## config.mk

```make
export PLATFORM = sky130hd
export DESIGN_NAME = cp0_unit
export DESIGN_NICKNAME = d
export VERILOG_FILES = /design/src/rtl/cp0_unit_pkg.sv /design/src/rtl/cp0_int_arbiter.sv /design/src/rtl/cp0_unit.sv
export SDC_FILE = /design/constraint.sdc
export NUM_CORES = 1
export LEC_CHECK = 0
export CORE_MARGIN = 2
export CORE_UTILIZATION = 35
export DETAILED_ROUTE_END_ITERATION = 7
export GPL_ROUTABILITY_DRIVEN = 0
export PLACE_DENSITY = 0.71
export SLEW_MARGIN = 20
export SYNTH_ARGS = -nofsm -noshare
export SYNTH_HDL_FRONTEND = slang
export SYNTH_SLANG_ARGS = --single-unit
```

## constraint.sdc

```tcl
create_clock -name clk -period 3.7 [get_ports clk]
set_input_delay 0.555 -clock clk [delete_from_list [all_inputs] [get_ports clk]]
set_output_delay 0.555 -clock clk [all_outputs]
set_load 0.01 [all_outputs]
```

## src/rtl/cp0_unit_pkg.sv

```systemverilog
// Shared CPU definitions: CP0 register numbers, exception codes and the
// SR/Cause field layout used by the coprocessor-0 block.
package cpu_defs;

    localparam logic [4:0] CP0_SR    = 5'd12;
    localparam logic [4:0] CP0_CAUSE = 5'd13;
    localparam logic [4:0] CP0_EPC   = 5'd14;
    localparam logic [4:0] CP0_PRID  = 5'd15;

    localparam logic [4:0] EXC_INT  = 5'd0;
    localparam logic [4:0] EXC_ADEL = 5'd4;
    localparam logic [4:0] EXC_ADES = 5'd5;
    localparam logic [4:0] EXC_RI   = 5'd10;
    localparam logic [4:0] EXC_OV   = 5'd12;

    localparam int SR_IE_BIT    = 0;
    localparam int SR_EXL_BIT   = 1;
    localparam int SR_IM_LO     = 10;
    localparam int SR_IM_HI     = 15;
    localparam int CAUSE_EXC_LO = 2;
    localparam int CAUSE_EXC_HI = 6;
    localparam int CAUSE_IP_LO  = 10;
    localparam int CAUSE_IP_HI  = 15;
    localparam int CAUSE_BD_BIT = 31;

    typedef struct packed {
        logic [5:0] im;
        logic       exl;
        logic       ie;
    } sr_t;

    typedef struct packed {
        logic       bd;
        logic [5:0] ip;
        logic [4:0] exc_code;
    } cause_t;

    localparam sr_t    SR_RESET    = '{im: 6'd0, exl: 1'b0, ie: 1'b0};
    localparam cause_t CAUSE_RESET = '{bd: 1'b0, ip: 6'd0, exc_code: 5'd0};

    // Architectural 32-bit views; unimplemented bits read as zero.
    function automatic logic [31:0] sr_word(input sr_t s);
        logic [31:0] w;
        w = 32'd0;
        w[SR_IM_HI:SR_IM_LO] = s.im;
        w[SR_EXL_BIT]        = s.exl;
        w[SR_IE_BIT]         = s.ie;
        return w;
    endfunction

    function automatic logic [31:0] cause_word(input cause_t c);
        logic [31:0] w;
        w = 32'd0;
        w[CAUSE_BD_BIT]                = c.bd;
        w[CAUSE_IP_HI:CAUSE_IP_LO]     = c.ip;
        w[CAUSE_EXC_HI:CAUSE_EXC_LO]   = c.exc_code;
        return w;
    endfunction

    function automatic logic [31:0] word_align(input logic [31:0] a);
        return a & ~32'd3;
    endfunction

endpackage

```

## src/rtl/cp0_int_arbiter.sv

```systemverilog
// Decides whether the M-stage instruction is preempted by an interrupt or
// an exception, and which ExcCode gets recorded in Cause.
module cp0_int_arbiter (
    input  logic [5:0] i_hw_int,
    input  logic [5:0] i_sr_im,
    input  logic       i_sr_ie,
    input  logic       i_sr_exl,
    input  logic [4:0] i_exc_code,
    output logic       o_int_pend,
    output logic       o_exc_pend,
    output logic       o_int_req,
    output logic [4:0] o_exc_code_sel
);
    import cpu_defs::*;

    logic w_any_unmasked;

    assign w_any_unmasked = |(i_hw_int & i_sr_im);

    // EXL masks both sources, so a handler is never re-entered.
    assign o_int_pend = w_any_unmasked & i_sr_ie & ~i_sr_exl;
    assign o_exc_pend = (i_exc_code != 5'd0) & ~i_sr_exl;
    assign o_int_req  = o_int_pend | o_exc_pend;

    // A pending interrupt outranks a simultaneous synchronous exception.
    assign o_exc_code_sel = o_int_pend ? EXC_INT : i_exc_code;

endmodule

```

## src/rtl/cp0_unit.sv

```systemverilog
// Coprocessor 0: SR/Cause/EPC/PRId state, exception entry and eret return
// for the 5-stage pipeline. int_req and rd_data are combinational.
module cp0_unit #(
    parameter logic [31:0] PRID      = 32'h0000_2019,
    parameter logic [31:0] EPC_RESET = 32'h0000_3000
) (
    input  logic        clk,
    input  logic        reset,
    input  logic [4:0]  rd_addr,
    input  logic [4:0]  wr_addr,
    input  logic [31:0] wr_data,
    input  logic        we,
    input  logic [31:0] pc,
    input  logic        bd,
    input  logic [4:0]  exc_code_in,
    input  logic [5:0]  hw_int,
    input  logic        eret,
    output logic        int_req,
    output logic [31:0] epc,
    output logic [31:0] rd_data
);
    import cpu_defs::*;

    sr_t         r_sr;
    cause_t      r_cause;
    logic [31:0] r_epc;

    logic        w_int_pend;
    logic        w_exc_pend;
    logic        w_int_req;
    logic [4:0]  w_exc_code_sel;
    logic [31:0] w_victim_epc;
    logic        w_wr_sr;
    logic        w_wr_epc;

    cp0_int_arbiter u_arbiter (
        .i_hw_int       (hw_int),
        .i_sr_im        (r_sr.im),
        .i_sr_ie        (r_sr.ie),
        .i_sr_exl       (r_sr.exl),
        .i_exc_code     (exc_code_in),
        .o_int_pend     (w_int_pend),
        .o_exc_pend     (w_exc_pend),
        .o_int_req      (w_int_req),
        .o_exc_code_sel (w_exc_code_sel)
    );

    // A delay-slot victim restarts at its branch, one word earlier.
    assign w_victim_epc = word_align(bd ? (pc - 32'd4) : pc);

    assign w_wr_sr  = we && (wr_addr == CP0_SR);
    assign w_wr_epc = we && (wr_addr == CP0_EPC);

    always_ff @(posedge clk) begin
        if (reset) begin
            r_sr    <= SR_RESET;
            r_cause <= CAUSE_RESET;
            r_epc   <= EPC_RESET;
        end else begin
            r_cause.ip <= hw_int;
            if (w_int_req) begin
                r_sr.exl         <= 1'b1;
                r_cause.exc_code <= w_exc_code_sel;
                r_cause.bd       <= bd;
                r_epc            <= w_victim_epc;
            end else begin
                if (w_wr_sr) begin
                    r_sr.im  <= wr_data[SR_IM_HI:SR_IM_LO];
                    r_sr.ie  <= wr_data[SR_IE_BIT];
                    r_sr.exl <= wr_data[SR_EXL_BIT] & ~eret;
                end else if (eret) begin
                    r_sr.exl <= 1'b0;
                end
                if (w_wr_epc) begin
                    r_epc <= word_align(wr_data);
                end
            end
        end
    end

    always_comb begin
        rd_data = 32'd0;
        case (rd_addr)
            CP0_SR:    rd_data = sr_word(r_sr);
            CP0_CAUSE: rd_data = cause_word(r_cause);
            CP0_EPC:   rd_data = r_epc;
            CP0_PRID:  rd_data = PRID;
            default:   rd_data = 32'd0;
        endcase
    end

    assign int_req = w_int_req;
    assign epc     = r_epc;

    // w_exc_pend is folded into w_int_req; kept for waveform visibility.
    logic w_unused;
    assign w_unused = w_exc_pend;

endmodule

```

# Word-level counts from Yosys, hierarchy flattened
# Cells that the tools add are included.
# totals
input_bits	90
register_bits	50
output_inout_bits	65
wordCells	38
# classes
n_addsub	1
muxes	8
eq_ne	6
n_bitwise	9
reduce_logical	7
# ops
cell	count
32-bit case mux with 4 select lines	1
32-bit 2-to-1 mux	3
32-bit by 3-bit subtractor with 32-bit output (second input constant)	1
5-bit by 4-bit == test with 1-bit output (second input constant)	6
6-bit bitwise AND	1
6-bit OR reduction	1
5-bit 2-to-1 mux	1
5-bit nonzero test	1
1-bit bitwise AND	4
1-bit 2-to-1 mux	3
1-bit inverter	3
3-bit nonzero test	1
1-bit logical AND	2
2-bit AND reduction	1
2-bit nonzero test	1
1-bit bitwise OR	1

# Logic depth before layout (Yosys ltp)
# depth
word_depth	7
ltp_mapped	8
depth_no_buf	7

# Modules after synthesis
# A second synthesis with hierarchy kept.
# unflattened
cells_unflattened	409
hier_area_um2	3378.2
# modules_own_cells
module	seq_area_each_um2	cells_per_inst	n_inst	area_each_um2
cp0_unit	1001.0	395	1	3264.4
cp0_int_arbiter	0.0	14	1	113.9

# Least setup slack after synthesis
# Ideal clock, no wire load.
# synth_timing
path_type	in2out
start	input port rd_addr[1]
end	output port rd_data[18]
n_path_buf	2
cell_stages	5
arrival_time_ps	1809
t_required_ps	3145
path_slack_ps	1336
cell_sequence	clkbuf_1 nor2b_1 nor2b_1 clkbuf_1 and2_1
# synth_via
elab_chain_cells	2
word_cells_on_any_way	5
classes_between	eq/ne (4); mux (1)
# synth_rtl
element	line	text
from (decl)	cp0_unit.sv:9	input logic [4:0] rd_addr,
5-bit by 4-bit == test with 1-bit output	cp0_unit.sv:83	case (rd_addr)
32-bit case mux with 4 select lines (*)	cp0_unit.sv:83	
to (decl)	cp0_unit.sv:20	output logic [31:0] rd_data
# Mark *: on every way between the ends. The rest lies on a longest branch, timed or not.

# Worst setup path in the final report
# layout_timing
start	input port rd_addr[1]
end	output port rd_data[7]
# Same word-level chain as after synthesis.

==> run_results.csv <==
group,metric,value,unit
power,combinationalPowerShare,0.282,
timing,fin_setup_tns,0,ns
power,p_sw_frac,0.280,
logic_synthesis,netlist_instances,379,
cts,cts-resized-gates,0,
power,power_switching,366,uW
die,fp.dieW,98.7,microns
drt,via_per_inst,5.18,
final_layout,antenna_cells,0,
worst_hold_path,hp-class,"flop to flop",
global_route,antenna_found_initial,0,
logic_synthesis,synth_edf_count,0,
cts,clk_pin_slew,0.09,ns
cts,cts_max_level,2,
cts,clock_tree.root_cell,"clkbuf_8",
timing,setup_ws,0.626,ns
setup_path,arrival,2.52,ns
die,die-height,98.7,microns
setup_path,critical_path_class,"input port to output port",
drt,first_pass_iters,5,
power,leakagePower,1.78,nW
cts,clock_path_buffers,2,
timing,drv_slew,0,
place,dp.cells,625,
logic_synthesis,ys_seq_area_frac,0.319,
logic_synthesis,ys_warn_count,0,
logic_synthesis,netlist_top_cells_area,"dfxtp_1, mux2i_1, mux2_2, nor2_1, xnor2_1",
setup_path,start_kind,"input port",
power,p_seq_frac,0.464,
drt,num_vias,3278,
timing,setup_viol_count_final,0,
drt,antenna_left,0,
run_status,status,"finished, final reports clean",
setup_path,crit_fanout,18,
place,portBuffers,150,
setup_path,crit_required,3.14,ns
logic_synthesis,yosysMostFrequentCell,"dfxtp_1",
timing,worstMarginPinSlew,0.749,ns
place,place_area,4730,sq um
global_route,use_met3,0.0596,
logic_synthesis,ys_types,50,
timing,fmax,325,MHz
global_route,overflow,0,
global_route,use_met2,0.348,
cts,cts_tree,"yes",
power,clock_power_share,0.254,
drt,wl_per_cell,15.4,microns
power,p_total,1.31,mW
power,p_per_area,272,nW/um^2
place,hpwl,7530,microns
global_route,grt_first_pass_wirelength,15700,microns
logic_synthesis,ys_ff_latch,50,
power,p_int,944,uW
final_layout,finalNonFillerCells,633,
timing,min_period,3.07,ns
timing,finalCritPeriodShare,0.831,
logic_synthesis,yosys-top-cells-count,"dfxtp_1, nor2_1, a21oi_1",
cts,hold_buffers,0,
global_route,grt_max_degree,40,
cts,clock_sinks,50,
die,dieArea,9740,sq um
final_layout,syn2layout_area_growth,53.8,%
drt,drt_iter0_drc,97,
die,io_pins,155,
drt,routed_wl,9720,microns
die,rows,34,
final_layout,design_area,4820,sq um
logic_synthesis,yosysTopAreaCell,"dfxtp_1",
logic_synthesis,synthArstFlopShare,0,
power,peakVddDrop,0.158,mV
flow_run,cap_violations,0,
logic_synthesis,avgSynthCellArea,8.28,sq um
logic_synthesis,ys.flop_type,"dfxtp_1",
timing,max_slew_margin,0.497,
die,start_util,0.360,
global_route,grtUsageTotal,0.198,
logic_synthesis,synth_area,3140,sq um
logic_synthesis,synth_top_area_frac,0.319,
global_route,use_met1,0.243,
final_layout,finalNetCount,615,
drt,drc_errors,0,
timing,rsz0062_at_grt,"no",
cts,clock_latency,0.30,ns
global_route,grt.busiest_layer,"met2",
global_route,grt_pass1_vias,3221,
final_layout,drive_gt1_frac,0.0952,
cts,postCtsSetupRepairBufs,0,
timing,finalHoldViolations,0,
place,place_ws,0.618,ns
setup_path,cp-end-kind,"output port",
timing,fin_skew,0.0121,ns
cts,cts_buffers,5,
die,core_area,8720,sq um
registers in the layout (all words and copies together), names as in the netlist:
register and cells:
epc 30, r_sr 8, r_cause 12
worst max-delay path: stages:
cell and delay, ns:
clkdlybuf4s50_1 0.52, nor2b_1 0.35, nor2b_1 0.18, buf_4 0.22, and2_1 0.16, clkdlybuf4s50_1 0.53
power by group through the flow:
stage | logic (mW) | registers [mW] | clock network, mW
2_1_floorplan | 0.150 | 0.625 | 0
3_3_place_gp | 0.365 | 0.619 | 0
3_5_place_dp | 0.370 | 0.620 | 0
4_1_cts | 0.372 | 0.608 | 0.338
5_1_grt | 0.402 | 0.614 | 0.358
6_report | 0.369 | 0.608 | 0.333
layout make-up:
cell class / instances / area (sq um)
fill: 811 / 3900
multi-input combinational: 300 / 1990
timing repair buffer: 162 / 1590
sequential: 50 / 1000
tap: 108 / 135
clock buffer: 7 / 86.3
inverter: 5 / 18.8
clock inverter: 1 / 5.00
metrics by stage:
step           hold WS (ns)   util
2_1_floorplan         0.429      -
5_1_grt               0.479  0.553
3_5_place_dp          0.449  0.543
4_1_cts               0.461  0.553
3_3_place_gp          0.436  0.543
6_report              0.460  0.553
path summary, 6_finish.rpt:
check                           cells past startpoint  slack [ns]     endpoint        start
worst min-delay path                                2        0.46  r_cause[11]  r_cause[11]
worst max register to register                      6        1.81      epc[18]      r_sr[3]
worst min register to register                      2        0.46  r_cause[11]  r_cause[11]
worst max-delay path                                6        0.63   rd_data[7]   rd_addr[1]
metal layers:
metal	wire [microns]	share of wire
met1	4250	0.44
met2	4640	0.48
met3	762	0.078
met4	68	0.0070
met5	0	0
cell usage in the layout (no fill, tap or decap), types with 11 or more instances in the layout:
| master | Yosys | layout |
|---|---|---|
| clkdlybuf4s50_1 | 0 | 150 |
| dfxtp_1 | 50 | 50 |
| nor2_1 | 48 | 48 |
| a21oi_1 | 28 | 28 |
| mux2i_1 | 24 | 24 |
| and2_1 | 20 | 20 |
| xnor2_1 | 20 | 20 |
| mux2_2 | 19 | 19 |
| nand2_1 | 18 | 18 |
| a211oi_1 | 16 | 16 |
| o21ai_1 | 14 | 14 |
| nor2b_1 | 12 | 12 |
| buf_4 | 3 | 12 |
| nor3_1 | 11 | 11 |
kinds of logic (layout without fill, tap and decap cells):
family	after synthesis	after routing	synth area share
other	1	2	0.00120
muxes	43	43	0.145
xor gates and xnor gates	24	24	0.0670
and+or+nand+nor	151	151	0.255
adders and majority gates	1	1	0.00399
AOI/OAI and AO/OA	79	79	0.158
buffers and inverters	30	175	0.0507
DFF	50	50	0.319
No activity file was read; power rests on OpenSTA's default activity.
==> edit 1, RTL diff (same flow settings) <==
Reset style: asynchronous (`reset`), changed in one clocked block.
--- a/src/rtl/cp0_unit.sv
+++ b/src/rtl/cp0_unit.sv
@@ -51,7 +51,7 @@
     assign w_wr_sr  = we && (wr_addr == CP0_SR);
     assign w_wr_epc = we && (wr_addr == CP0_EPC);
 
-    always_ff @(posedge clk) begin
+    always_ff @(posedge clk or posedge reset) begin
         if (reset) begin
             r_sr    <= SR_RESET;
             r_cause <= CAUSE_RESET;
Check against the original RTL: differs if reset is asserted again (counterexample within 4 cycles, from zero or initial values and one cycle with reset high); with reset held inactive, the same outputs for 10 cycles.
==> edit 1 against the unedited design <==
- sequential cell count did not move
- clock skew decreased by 1.5 ps
- setup slack worse by 270 ps
- area after synthesis rose by 13%
- fmax fell by 8.2%
- synthesized cell count decreased by 3.7%
- register-to-register slack got worse by 260 ps
- hold slack improved by 48 ps
- wire length increased by 21%
- final area is 8.8% higher
- first-iteration DRC count is 80% higher
- critical path type unchanged
- largest cell class unchanged
Power is not compared: it rests on default switching activity, and its combinational part moved more than twofold at a synthesized area within 25%.
==> edit 1: results (changes against the unedited design) <==
- Status: complete, no violations
- Via/cell ratio: 5.54 (+7.0%)
- Largest register FFs: 30 (unchanged)
- Largest net degree at the start of global routing: 51 (+28%)
- Place WS: 339 ps (-280 ps)
- Post-synth ARST share: 100% (+100 points)
- Layout cell share with drive strength beyond 1: 9.65% (+0.12 points)
- FF-to-FF Start: r_sr[2]
- Placed cells: 633 (+1.3%)
- HPWL Detailed: 9040 um (+20%)
- Hold Crit Depth: 1 (-1)
- Hold slack: 508 ps (+48.0 ps)
- Detailed Routing Iterations Pass 1: 4 (-1)
- Top post-synthesis cells by count: dfrtp_1, mux2i_1, nor2_1
- Fin Clk Skew: 10.6 ps (-1.46 ps)
- Nets@finish: 598 (-2.8%)
- GRT Util Overall: 21.1% (+1.3 points)
- Total wire length: 11700 um (+21%)
- Setup slack, reg-to-reg: 1550 ps (-260 ps)
- Actual slew at the worst max-slew pin: 870 ps (+121 ps)
- Vias: 3553 (+8.4%)
- Worst EP arrival: 2790 ps (+270 ps)
- M1 wire length: 5050 um (+19%)
- Synthesized instance count: 365 (-3.7%)
- Vias in the first global route: 3503 (+8.8%)
- Worst skew pair latency: 310 ps
- DR iter-0 viols: 175 (+80%)
- WL met3: 683 um (-10%)
- Hold path start: r_cause[1]
- Ys Warns: 0 (unchanged)
- Area post-placement: 5150 um^2 (+8.9%)
- R2R depth: 4 (-2)
- Largest cells by area after synthesis: dfrtp_1, mux2i_1, and4_1
- Seq/Total Area, Yosys: 35.4% (+3.5 points)
- Distinct cells, synth: 54 (+8.0%)
- Met2 WL: 5800 um (+25%)
- Global-route wire length before repair: 18600 um (+19%)
- R2r endpoint: r_sr[5]
- Longest Clk Path Bufs: 2 (unchanged)
- WHS Endpoint: r_cause[1]
- Worst-path fanout max: 13 (-5)
-- edit 1: area by class of cell --
class                           count  area, um^2
Clock buffer                        5        68.8
Fill cell                         895        4520
Timing Repair Buffer              164        1610
Sequential cell                    50        1250
Inverter                            6        23.8
Tap cell                          133         166
Multi-Input combinational cell    280        2100
Clock inverter                      3        26.3
-- edit 1: worst max-delay path, stage by stage --
cell and delay [ps]:
clkdlybuf4s50_1 730, nor2b_1 600, a22oi_1 240, nor2_1 130
clkdlybuf4s50_1 540
-- edit 1: kinds of logic after synthesis --
| logic type | synth area share [%] |
|---|---|
| XOR/XNOR | 3.47 |
| other | 0.106 |
| AO/OA/AOI/OAI | 14.9 |
| buffers and inverters | 5.55 |
| flip-flops | 35.4 |
| multiplexers | 12.7 |
| adder cells (fa/ha/maj) | 0.354 |
| AND/OR/NAND/NOR | 27.5 |
-- edit 1: where the power goes --
part	internal [mW]	leakage, nW	switching [mW]	total, mW
Combinational	0.716	1.42	0.552	1.27
Sequential	0.784	0.584	0.224	1.01
Clock	0.140	0.0491	0.206	0.345
Total	1.64	2.05	0.982	2.62
-- edit 1: how the worst max path moves through the flow --
stage	from	to	slack, ps	cells after the start
3_5_place_dp	rd_addr[0]	rd_data[6]	340	5
4_1_cts	rd_addr[0]	rd_data[6]	340	5
3_3_place_gp	rd_addr[0]	rd_data[31]	400	5
6_report	rd_addr[0]	rd_data[6]	350	5
5_1_grt	rd_addr[0]	rd_data[6]	160	5
2_1_floorplan	exc_code_in[2]	int_req	1190	6
-- edit 1: metal layers --
metal | up-vias | GRT usage [%]
met1 | 1718 | 27.5
li1 | 1696 | -
met3 | 15 | 3.74
met5 | - | 0
met2 | 124 | 36.1
met4 | 0 | 5.50
==> edit 2, RTL diff (same flow settings) <==
Made on the original files. The parameter `PRID` goes from 32'h0000_2019 to 32'h0000100C.
--- a/src/rtl/cp0_unit.sv
+++ b/src/rtl/cp0_unit.sv
@@ -1,7 +1,7 @@
 // Coprocessor 0: SR/Cause/EPC/PRId state, exception entry and eret return
 // for the 5-stage pipeline. int_req and rd_data are combinational.
 module cp0_unit #(
-    parameter logic [31:0] PRID      = 32'h0000_2019,
+    parameter logic [31:0] PRID      = 32'h0000100C,
     parameter logic [31:0] EPC_RESET = 32'h0000_3000
 ) (
     input  logic        clk,
Function: changed (Yosys sat finds a counterexample within 4 cycles, from zero or initial values and one cycle with reset high).
==> edit 2 against the unedited design <==
- count of clock-buffer cells in the layout unchanged
- final cell count fell by 1.6%
- power increased by 3.8%
- sequential cell count stayed put
- hold slack improved by 7.9 ps
- final area grew 0.80%
- register-to-register slack got worse by 160 ps
- wire length is 4.5% higher
- sequential power barely moved
- setup slack lost 160 ps
- area after synthesis grew 0.52%
- highest routed layer unchanged
==> edit 2: results (changes against the unedited design) <==
- Ys Warns: 0 (unchanged)
- Antenna diodes: 0 (unchanged)
- Distinct cells, synth: 46 (-8.0%)
- Final setup viols: 0 (unchanged)
- Total CTS buffers: 5 (unchanged)
- GRT Util Overall: 20.1% (+0.23 points)
- Worst-path fanout max: 18 (unchanged)
- Layout cell share with drive strength beyond 1: 6.21% (-3.3 points)
- HPWL Detailed: 8000 um (+6.3%)
- Post-cts resize count: 0 (unchanged)
- H-tree Lvls: 2 (unchanged)
- Total wire length: 10200 um (+4.5%)
- Max-slew headroom: 37.1% (-13 points)
- CP startpoint: rd_addr[1]
- Largest cells by area after synthesis: dfxtp_1, mux2i_1, nor2_1
- DR iter-0 viols: 99 (+2.1%)
- Most used DFF post-synth: dfxtp_1
- Longest Clk Path Bufs: 2 (unchanged)
- Initial antenna violation count: 0 (unchanged)
- Worst vdd ir: 0.184 mV (+16%)
- FF-to-FF Start: r_sr[5]
- GRT overflow: 0 (unchanged)
- Seq/Total Area, Yosys: 31.7% (-0.16 points)
- Seq Cell Count: 50 (unchanged)
- Detailed Routing Iterations Pass 1: 4 (-1)
- Leak: 1.96 nW (+9.8%)
- Via/cell ratio: 5.14 (-0.72%)
- Hold path start: r_cause[11]
- Non-clk invs: 5 (unchanged)
- Input/output buffers: 150 (unchanged)
- Nets@finish: 605 (-1.6%)
- Worst skew pair latency: 300 ps (about the same)
- Fill count: 816 (+0.62%)
- Largest net degree at the start of global routing: 51 (+28%)
- Status: complete, no violations
- Setup slack, reg-to-reg: 1650 ps (-160 ps)
- Seq area share: 20.6% (-0.17 points)
- CLK BUF: 7 (unchanged)
- Clock slew at reported path FFs: 80 ps
- Clk tree area frac: 2.19% (+0.29 points)
- Post-synth ARST share: 0% (unchanged)
- Hold/Removal Path Class: reg2reg
- Buffers excl. clock: 162 (unchanged)
- Largest register FFs: 30 (unchanged)
- Global-route wire length before repair: 15800 um (+0.66%)
- Multi-input logic area: 2010 um^2 (+1.4%)
- Worst EP arrival: 2680 ps (+160 ps)
- #MultiIn Comb: 290 (-3.3%)
- Fin Clk Skew: 7.88 ps (-4.19 ps)
- Vias in the first global route: 3106 (-3.6%)
- Hold slack: 468 ps (+7.95 ps)
- Data buffer area share: 32.6% (-0.37 points)
- Root Buffer: clkbuf_8
- Setup bufs post-CTS: 0 (unchanged)
- Top post-synthesis cells by count: dfxtp_1, nor2_1, mux2i_1
## edit 2: cell families (layout without fill, tap and decap cells)
kind of cell | Yosys count | in the layout | synth area share [%]
AOI/OAI and AO/OA | 77 | 77 | 16.8
xor gates and xnor gates | 25 | 25 | 6.94
adders and majority gates | 1 | 1 | 0.397
buffers and inverters | 34 | 175 | 4.64
DFF | 50 | 50 | 31.7
muxes | 43 | 43 | 13.8
other | 1 | 2 | 0.119
and+or+nand+nor | 142 | 142 | 25.6
## edit 2: per-layer routing
metal	share of wire [%]	track usage (%)	vias up
met1	44	25.9	1469
li1	-	-	1618
met3	5.0	2.41	10
met5	0	0	-
met4	1.2	4.74	0
met2	50	35.7	106
## edit 2: power breakdown
part / leakage, nW / switching (mW) / internal, mW
clock network: 0.0524 / 0.176 / 0.203
registers: 0.414 / 0.0303 / 0.578
logic: 1.49 / 0.161 / 0.212
total: 1.96 / 0.367 / 0.993
## edit 2: worst max-delay path: stages
cell,delay (ps)
clkdlybuf4s50_1,710
nor2b_1,200
buf_4,140
nor2b_1,130
buf_4,220
and2_1,150
clkdlybuf4s50_1,570
## edit 2: final timing paths
kind,depth (start not counted),to
max,7,rd_data[16]
min,2,r_cause[11]
max reg2reg,6,epc[14]
min reg2reg,2,r_cause[11]
## edit 2: through the flow
step | cell area [um^2] | setup WS [ps] | total power, mW | std cells | utilization, %
after global placement | 4760 | 527 | 0.987 | 615 | 54.5
after CTS | 4860 | 464 | 1.37 | 623 | 55.8
after floorplan | 3160 | 1330 | 0.773 | 374 | -
after detailed placement | 4760 | 479 | 0.994 | 615 | 54.5
after global routing | 4860 | 315 | 1.42 | 623 | 55.8
final | 4860 | 466 | 1.36 | 623 | 55.8
